`src/rtl/fan_pi_sequencer.sv`:
```
// Discrete PI controller sequencer: error/integrator update, two multiplier
// passes (Kp*e, Ki*I) over a start/done handshake, then a saturated duty output.
module fan_pi_sequencer #(
  parameter int N = 4
) (
  input  logic                  clk_i,
  input  logic                  rstn_i,
  input  logic                  tick_strb_i,
  input  logic [N-1:0]          setpoint_i,
  input  logic [N-1:0]          actual_i,
  input  logic signed [2*N-1:0] kp_i,
  input  logic signed [2*N-1:0] ki_i,
  output logic                  mul_start_strb_o,
  output logic signed [2*N-1:0] mul_a_o,
  output logic signed [2*N-1:0] mul_b_o,
  input  logic                  mul_done_strb_i,
  input  logic signed [2*N-1:0] mul_out_i,
  output logic [N-1:0]          duty_o,
  output logic signed [2*N-1:0] integ_o,
  output logic                  busy_o,
  output logic                  done_strb_o
);

  localparam int W = 2 * N;
  localparam logic signed [W:0] I_MAX = (W+1)'((1 << (W-1)) - 1);
  localparam logic signed [W:0] I_MIN = ~I_MAX;
  localparam logic signed [W:0] D_MAX = (W+1)'((1 << N) - 1);

  typedef enum logic [2:0] {
    IDLE, ERR, P_START, P_WAIT, I_START, I_WAIT, SUM
  } state_t;

  state_t state_q, state_d;
  logic signed [W-1:0] err_q, err_d;
  logic signed [W-1:0] integ_q, integ_d;
  logic signed [W-1:0] a_q, a_d;
  logic signed [W-1:0] b_q, b_d;
  logic signed [W-1:0] p_q, p_d;
  logic signed [W-1:0] ii_q, ii_d;
  logic [N-1:0]        duty_q, duty_d;
  logic                done_q, done_d;

  logic signed [W-1:0] err_c;
  logic signed [W:0]   isum_c;
  logic signed [W:0]   usum_c;

  // Zero-extended unsigned inputs make the difference exact in W bits.
  assign err_c  = $signed({{N{1'b0}}, setpoint_i}) - $signed({{N{1'b0}}, actual_i});
  assign isum_c = {integ_q[W-1], integ_q} + {err_c[W-1], err_c};
  assign usum_c = {p_q[W-1], p_q} + {ii_q[W-1], ii_q};

  always_comb begin
    state_d          = state_q;
    err_d            = err_q;
    integ_d          = integ_q;
    a_d              = a_q;
    b_d              = b_q;
    p_d              = p_q;
    ii_d             = ii_q;
    duty_d           = duty_q;
    done_d           = 1'b0;
    mul_start_strb_o = 1'b0;
    mul_a_o          = a_q;
    mul_b_o          = b_q;
    case (state_q)
      IDLE: begin
        if (tick_strb_i) state_d = ERR;
      end
      ERR: begin
        err_d = err_c;
        if (isum_c > I_MAX)      integ_d = I_MAX[W-1:0];
        else if (isum_c < I_MIN) integ_d = I_MIN[W-1:0];
        else                     integ_d = isum_c[W-1:0];
        state_d = P_START;
      end
      P_START: begin
        // Gain is taken live in the start cycle, then held in a_q while waiting.
        a_d              = kp_i;
        b_d              = err_q;
        mul_a_o          = kp_i;
        mul_b_o          = err_q;
        mul_start_strb_o = 1'b1;
        state_d          = P_WAIT;
      end
      P_WAIT: begin
        if (mul_done_strb_i) begin
          p_d     = mul_out_i;
          state_d = I_START;
        end
      end
      I_START: begin
        a_d              = ki_i;
        b_d              = integ_q;
        mul_a_o          = ki_i;
        mul_b_o          = integ_q;
        mul_start_strb_o = 1'b1;
        state_d          = I_WAIT;
      end
      I_WAIT: begin
        if (mul_done_strb_i) begin
          ii_d    = mul_out_i;
          state_d = SUM;
        end
      end
      SUM: begin
        if (usum_c[W])           duty_d = '0;
        else if (usum_c > D_MAX) duty_d = '1;
        else                     duty_d = usum_c[N-1:0];
        done_d  = 1'b1;
        state_d = IDLE;
      end
      default: state_d = IDLE;
    endcase
  end

  always_ff @(posedge clk_i or negedge rstn_i) begin
    if (!rstn_i) begin
      state_q <= IDLE;
      err_q   <= '0;
      integ_q <= '0;
      a_q     <= '0;
      b_q     <= '0;
      p_q     <= '0;
      ii_q    <= '0;
      duty_q  <= '0;
      done_q  <= 1'b0;
    end else begin
      state_q <= state_d;
      err_q   <= err_d;
      integ_q <= integ_d;
      a_q     <= a_d;
      b_q     <= b_d;
      p_q     <= p_d;
      ii_q    <= ii_d;
      duty_q  <= duty_d;
      done_q  <= done_d;
    end
  end

  // busy drops on the same edge that publishes duty and raises done.
  assign busy_o      = (state_q != IDLE);
  assign done_strb_o = done_q;
  assign duty_o      = duty_q;
  assign integ_o     = integ_q;

endmodule
```
`config.mk`:
```
export PLATFORM = sky130hd
export DESIGN_NAME = fan_pi_sequencer
export DESIGN_NICKNAME = d
export VERILOG_FILES = /design/src/rtl/fan_pi_sequencer.sv
export SDC_FILE = /design/constraint.sdc
export NUM_CORES = 1
export LEC_CHECK = 0
export ABC_CLOCK_PERIOD_IN_PS = 2550
export BUFFER_PORTS_ARGS = -buffer_cell sky130_fd_sc_hd__buf_2
export CAP_MARGIN = 20
export CORE_MARGIN = 1.5
export CORE_UTILIZATION = 55
export CTS_CLUSTER_DIAMETER = 100
export DETAILED_ROUTE_END_ITERATION = 10
export PLACE_DENSITY_LB_ADDON = 0.15
export SETUP_SLACK_MARGIN = 0.15
export SLEW_MARGIN = 20
export SYNTH_ARGS = -nofsm -noshare
export SYNTH_HDL_FRONTEND = slang
export SYNTH_SLANG_ARGS = --single-unit
```
`constraint.sdc`:
```
create_clock -name clk_i -period 2.55 [get_ports clk_i]
set_input_delay 0.1275 -clock clk_i [delete_from_list [all_inputs] [get_ports clk_i]]
set_output_delay 0.1275 -clock clk_i [all_outputs]
set_load 0.01 [all_outputs]
```
== After elaboration in Yosys (flattened, before gate mapping) ==
Cells that the tools add are included.
W data, S select, Z words.
Storage, ports and cells
  flip-flop bits (word level): 53
  input port bits: 36
  output and inout port bits: 31
  word-level logic and storage cells: 42
Operators by class
  add/sub/neg operators: 3
  order comparisons: 3
  equality and inequality tests: 9
  muxes and demuxes: 12
  reduce and logical (&&, ||, !) cells: 6
Operators with widths (count)
  $pmux W8 S2: 2
  $pmux W3 S6: 1
  $mux W8: 2
  $add A8 B5 Y9: 1
  $add A8 B8 Y9: 1
  $eq A3 B3 Y1 const B: 3
  $gt A9 B5 Y1 const B: 1
  $gt A9 B8 Y1 const B: 1
  $lt A9 B8 Y1 const B: 1
  $mux W3: 3
  $mux W4: 2
  $eq A3 B2 Y1 const B: 2
  $ne A2 B2 Y1 const B: 3
  $sub A4 B4 Y5: 1
  $reduce_and A2 Y1: 2
  $eq A3 B1 Y1 const B: 1
  $logic_not A3 Y1: 1
  $reduce_and A3 Y1: 1
  $reduce_bool A3 Y1: 1
  $mux W1: 2
  $reduce_or A2 Y1: 1

== Logic depth before layout (Yosys ltp) ==
  depth in word-level cells: 5
  mapped depth: 13
  mapped depth without buffers: 13

== Worst setup path after synthesis ==
OpenSTA, ideal clock, no wires.
  kind: input-to-reg
  from: input port setpoint_i[0]
  to: register integ_q[4] (netlist: integ_o[4])
  setup time: 87 ps
  arrival: 2832 ps
  required time: 2463 ps
  slack: -368 ps
  stages on the path: 13
  buffers on the path: 0
  cells stage by stage: inv_1 ha_1 inv_1 fa_1 a21o_1 a21oi_1 ha_1 a2111oi_0 o21a_1 o21ai_0 a211oi_4 nor2_2 a211oi_2
Between the ends
  cells in the longest elaborated chain, start to end: 5
  elaborated cells between the ends (all ways): 6
  classes of those cells: add/sub: 2; order compare: 2; mux: 2
Ends and longest elaborated chain
  from (decl): RTL line 9  | input logic [N-1:0] setpoint_i,
  $sub A4 B4 Y5 (*): RTL line 48  | assign err_c = $signed({{N{1'b0}}, setpoint_i}) - $signed({{N{1'b0}}, actual_i});
  net err_c[4]: RTL line 43  | logic signed [W-1:0] err_c;
  $add A8 B5 Y9 (*): RTL line 49  | assign isum_c = {integ_q[W-1], integ_q} + {err_c[W-1], err_c};
  $lt A9 B8 Y1: RTL line 72  | else if (isum_c < I_MIN) integ_d = I_MIN[W-1:0];
  $mux W8: RTL line 72
  $mux W8 (*): RTL line 71  | if (isum_c > I_MAX) integ_d = I_MAX[W-1:0];
  to (signal assigned): RTL line 130  | integ_q <= integ_d;
  to (decl): RTL line 35  | logic signed [W-1:0] integ_q, integ_d;
The timed path passes the listed nets; every way through them passes the cells marked *.
A chain may end at the register's enable or synchronous reset.

== Final worst setup path ==
Same ends and word-level chain as after synthesis.

==> impl_metrics.csv <==
group,metric,value,unit
status,status,"finished clean",
cells_and_area,antenna_cells,0,
worst_setup_path,crit_required,2.77,ns
route,drtPass1Iterations,5,
clock_network,worstSkewPairLatency,0.31,ns
route,drtIter0Drc,217,
synthesis,synth_top_cell_by_area,"dfrtp_1",
die,core.rowCount,27,
place,portBuffers,66,
die,io_pins,67,
timing,grt_setup_unrepaired,"true",
clock_network,cts_root_buf,"clkbuf_8",
timing,maxSlewViolCount,0,
pwr,peakVddDrop,0.9584,mV
clock_network,cts.clk_slew.worst_paths,0.10,ns
synthesis,netlist_area,3249,um^2
route,wl_per_cell,16.25,um
pwr,p_seq_frac,0.241,
pwr,cellInternalPower,3.604,mW
synthesis,async_reset_ff_frac,1.000,
timing,fin_skew,0.01247,ns
synthesis,yosys_most_used_dff,"dfrtp_1",
cells_and_area,area_growth,30.88,%
grt,grt_usage,0.2705,
route,ant_nets,0,
timing,fin_setup_tns,0,ns
synthesis,synth_edf_count,0,
synthesis,synth_commonest_cells,"dfrtp_1, a21oi_1, nor2_1",
clock_network,cts_buffer_depth,2,
pwr,switching_share,0.4582,
cells_and_area,drive_gt1_frac,0.3775,
grt,gr-total-overflow,0,
route,route.detailed.drc,0,
timing,period_share,0.9694,
route,vias,3078,
die,die-height,79.87,um
pwr,p_leak,1.944,nW
pwr,power_density,1564,nW/um^2
pwr,p_total,6.652,mW
grt,grt_pass1_wl,13.43,mm
worst_setup_path,cp-startpoint,"setpoint_i[0]",
worst_setup_path,path_class,"in2reg",
pwr,p_sw,3.048,mW
timing,fin_crit,2.472,ns
pwr,p_clk_frac,0.083,
hold_path,hold_depth,2,
timing,clock.fmax,0.4045,GHz
die,dieArea,6378,um^2
route,finalWirelength,8.402,mm
synthesis,avgSynthCellArea,9.284,um^2
worst_setup_path,ff2ff_setup_slack,0.16,ns
clock_network,cts_tree,"built",
grt,grt_max_degree,39,
hold_path,holdPathEnd,"ii_q[1]$_DFFE_PN0P_",
pwr,comb_power_share,0.675,
worst_setup_path,reg2reg_depth,7,
synthesis,synthDistinctLibCells,47,
grt,antenna_found_initial,0,
die,die_w,79.87,um
clock_network,cts_made_buffers,5,
synthesis,netlist.area_leader.share,0.4082,
place,gp_congestion,0.8327,
synthesis,ys_seq_area_frac,0.4082,
synthesis,yosysWarnings,0,
worst_setup_path,cp.arrival,2.69,ns
worst_setup_path,r2r_end,"duty_o[1]$_DFFE_PN0P_",
grt,grt_pass1_vias,2931,
hold_path,min_from,"mul_out_i[1]",
timing,tightest_slew,0.8023,ns
job,drv_cap,0,
route,viasPerCell,5.954,
timing,finalSetupViolations,0,
worst_setup_path,setup.worst_path.start_class,"primary input",
synthesis,synth_most_common_cell,"dfrtp_1",
timing,finalHoldViolations,0,
cells_and_area,nets,505,
clock_network,htreeDepth,2,
clock_network,clock_sinks,53,
synthesis,synth-seq-cells,53,
synthesis,synthesis.nets,410,
hold_path,min_path_type,"in2reg",
die,core,5608,um^2
place,place_hpwl,6.158,mm
timing,hold-worst-slack,0.05615,ns
worst_setup_path,worst_setup_path_end_kind,"flip-flop",
worst_setup_path,rr_startpoint,"p_q[2]$_DFFE_PN0P_",
synthesis,synthTopCellsByArea,"dfrtp_1, ha_1, a21oi_1, mux2_2, o22ai_1",
synthesis,syn_inst,350,
timing,slew-limit-headroom,0.4582,
worst_setup_path,cp_max_fo,6,
die,start_util,0.5794,
[critical path, stage by stage]
cell      delay, ns
buf_8          0.11
inv_12         0.04
ha_4           0.11
inv_2          0.03
fa_2           0.34
buf_6          0.13
xor2_2         0.17
ha_2           0.33
o21ai_2        0.06
o21a_1         0.20
or3_4          0.41
a211oi_4       0.24
buf_6          0.16
nor2_4         0.04
a211oi_2       0.18
[how the worst max path moves through the flow]
stage               slack, ns                endpoint  cells after the start
finish                   0.08  integ_o[4]$_DFFE_PN0N_                     15
global route            -0.03  integ_o[4]$_DFFE_PN0N_                     15
CTS                      0.04  integ_o[4]$_DFFE_PN0N_                     15
detailed placement      -0.42  integ_o[5]$_DFFE_PN0N_                     14
global placement        -0.32  integ_o[2]$_DFFE_PN0N_                     14
floorplan               -0.05  integ_o[4]$_DFFE_PN0N_                     13
[repair_timing]
item                                   4_1_cts  5_1_grt
endpoints found under the hold margin       27        0
hold buffers                                 1        0
buffers inserted                             5        3
resized for setup                           17       18
pin swaps                                   15       11
setup endpoints to repair                   12       22
[per-stage QoR]
| stage | utilization | instance area [um^2] | setup WS (ns) | cells |
|---|---|---|---|---|
| 2_1_floorplan | - | 3356 | -0.05490 | 350 |
| 4_1_cts | 0.7398 | 4149 | 0.03789 | 514 |
| 5_1_grt | 0.7584 | 4253 | -0.03420 | 517 |
| 6_report | 0.7584 | 4253 | 0.07794 | 517 |
| 3_3_place_gp | 0.7001 | 3926 | -0.3248 | 501 |
| 3_5_place_dp | 0.7001 | 3926 | -0.4230 | 501 |
[sequential cells by signal, indices dropped and copies added, names as in the netlist]
name	cells
state_q	3
done_strb_o	1
integ_o	8
p_q	8
err_q	5
a_q	8
ii_q	8
b_q	8
duty_o	4
[layout make-up]
cell class              count  area, um^2
fillers                   419        1355
clock inverters             2       35.03
clock buffers               5       68.82
repair buffers            104       639.4
multi-input cells         267        2024
well taps                  72       90.09
flip-flops and latches     53        1326
inverters                  14       68.82
[power groups by stage]
stage                     clock [mW]  sequential, mW  combinational, mW
after floorplan                    0            1.58               2.77
after global placement             0            1.58               3.88
after detailed placement           0            1.61               4.02
after CTS                      0.562            1.60               4.24
after global routing           0.596            1.65               4.93
final                          0.555            1.60               4.49
[layer usage]
metal	part of all wire	wire, um	track usage
met5	0	0	0
met4	0.018	153	0.08448
met3	0.054	453	0.04000
met2	0.51	4313	0.4839
met1	0.41	3482	0.3351
[kinds of logic after synthesis]
group	Yosys count	share of synthesized area
DFF	53	0.4082
buffers and inverters	30	0.03697
and+or+nand+nor	102	0.1463
AOI/OAI and AO/OA	113	0.2214
muxes	16	0.05545
adders and majority gates	24	0.09935
xor gates and xnor gates	12	0.03234
[layout by cell type, fill, tap and decap left out, types with 3 or more instances in the layout]
cell type / instances
o22ai_1: 25
nor3_2: 4
ha_1: 14
or3_1: 8
buf_6: 3
a211oi_2: 3
a21oi_1: 33
nand2b_1: 7
a211oi_1: 3
ha_4: 5
a21o_1: 6
clkbuf_8: 5
o21ai_1: 3
nand3_1: 5
dfrtp_1: 53
mux2_2: 16
nor3_1: 3
xnor2_1: 7
inv_1: 10
nand2_1: 25
o21ai_0: 13
buf_4: 34
buf_2: 65
nor2_1: 34
o22a_1: 6
Power figures use the tool's default switching activity.
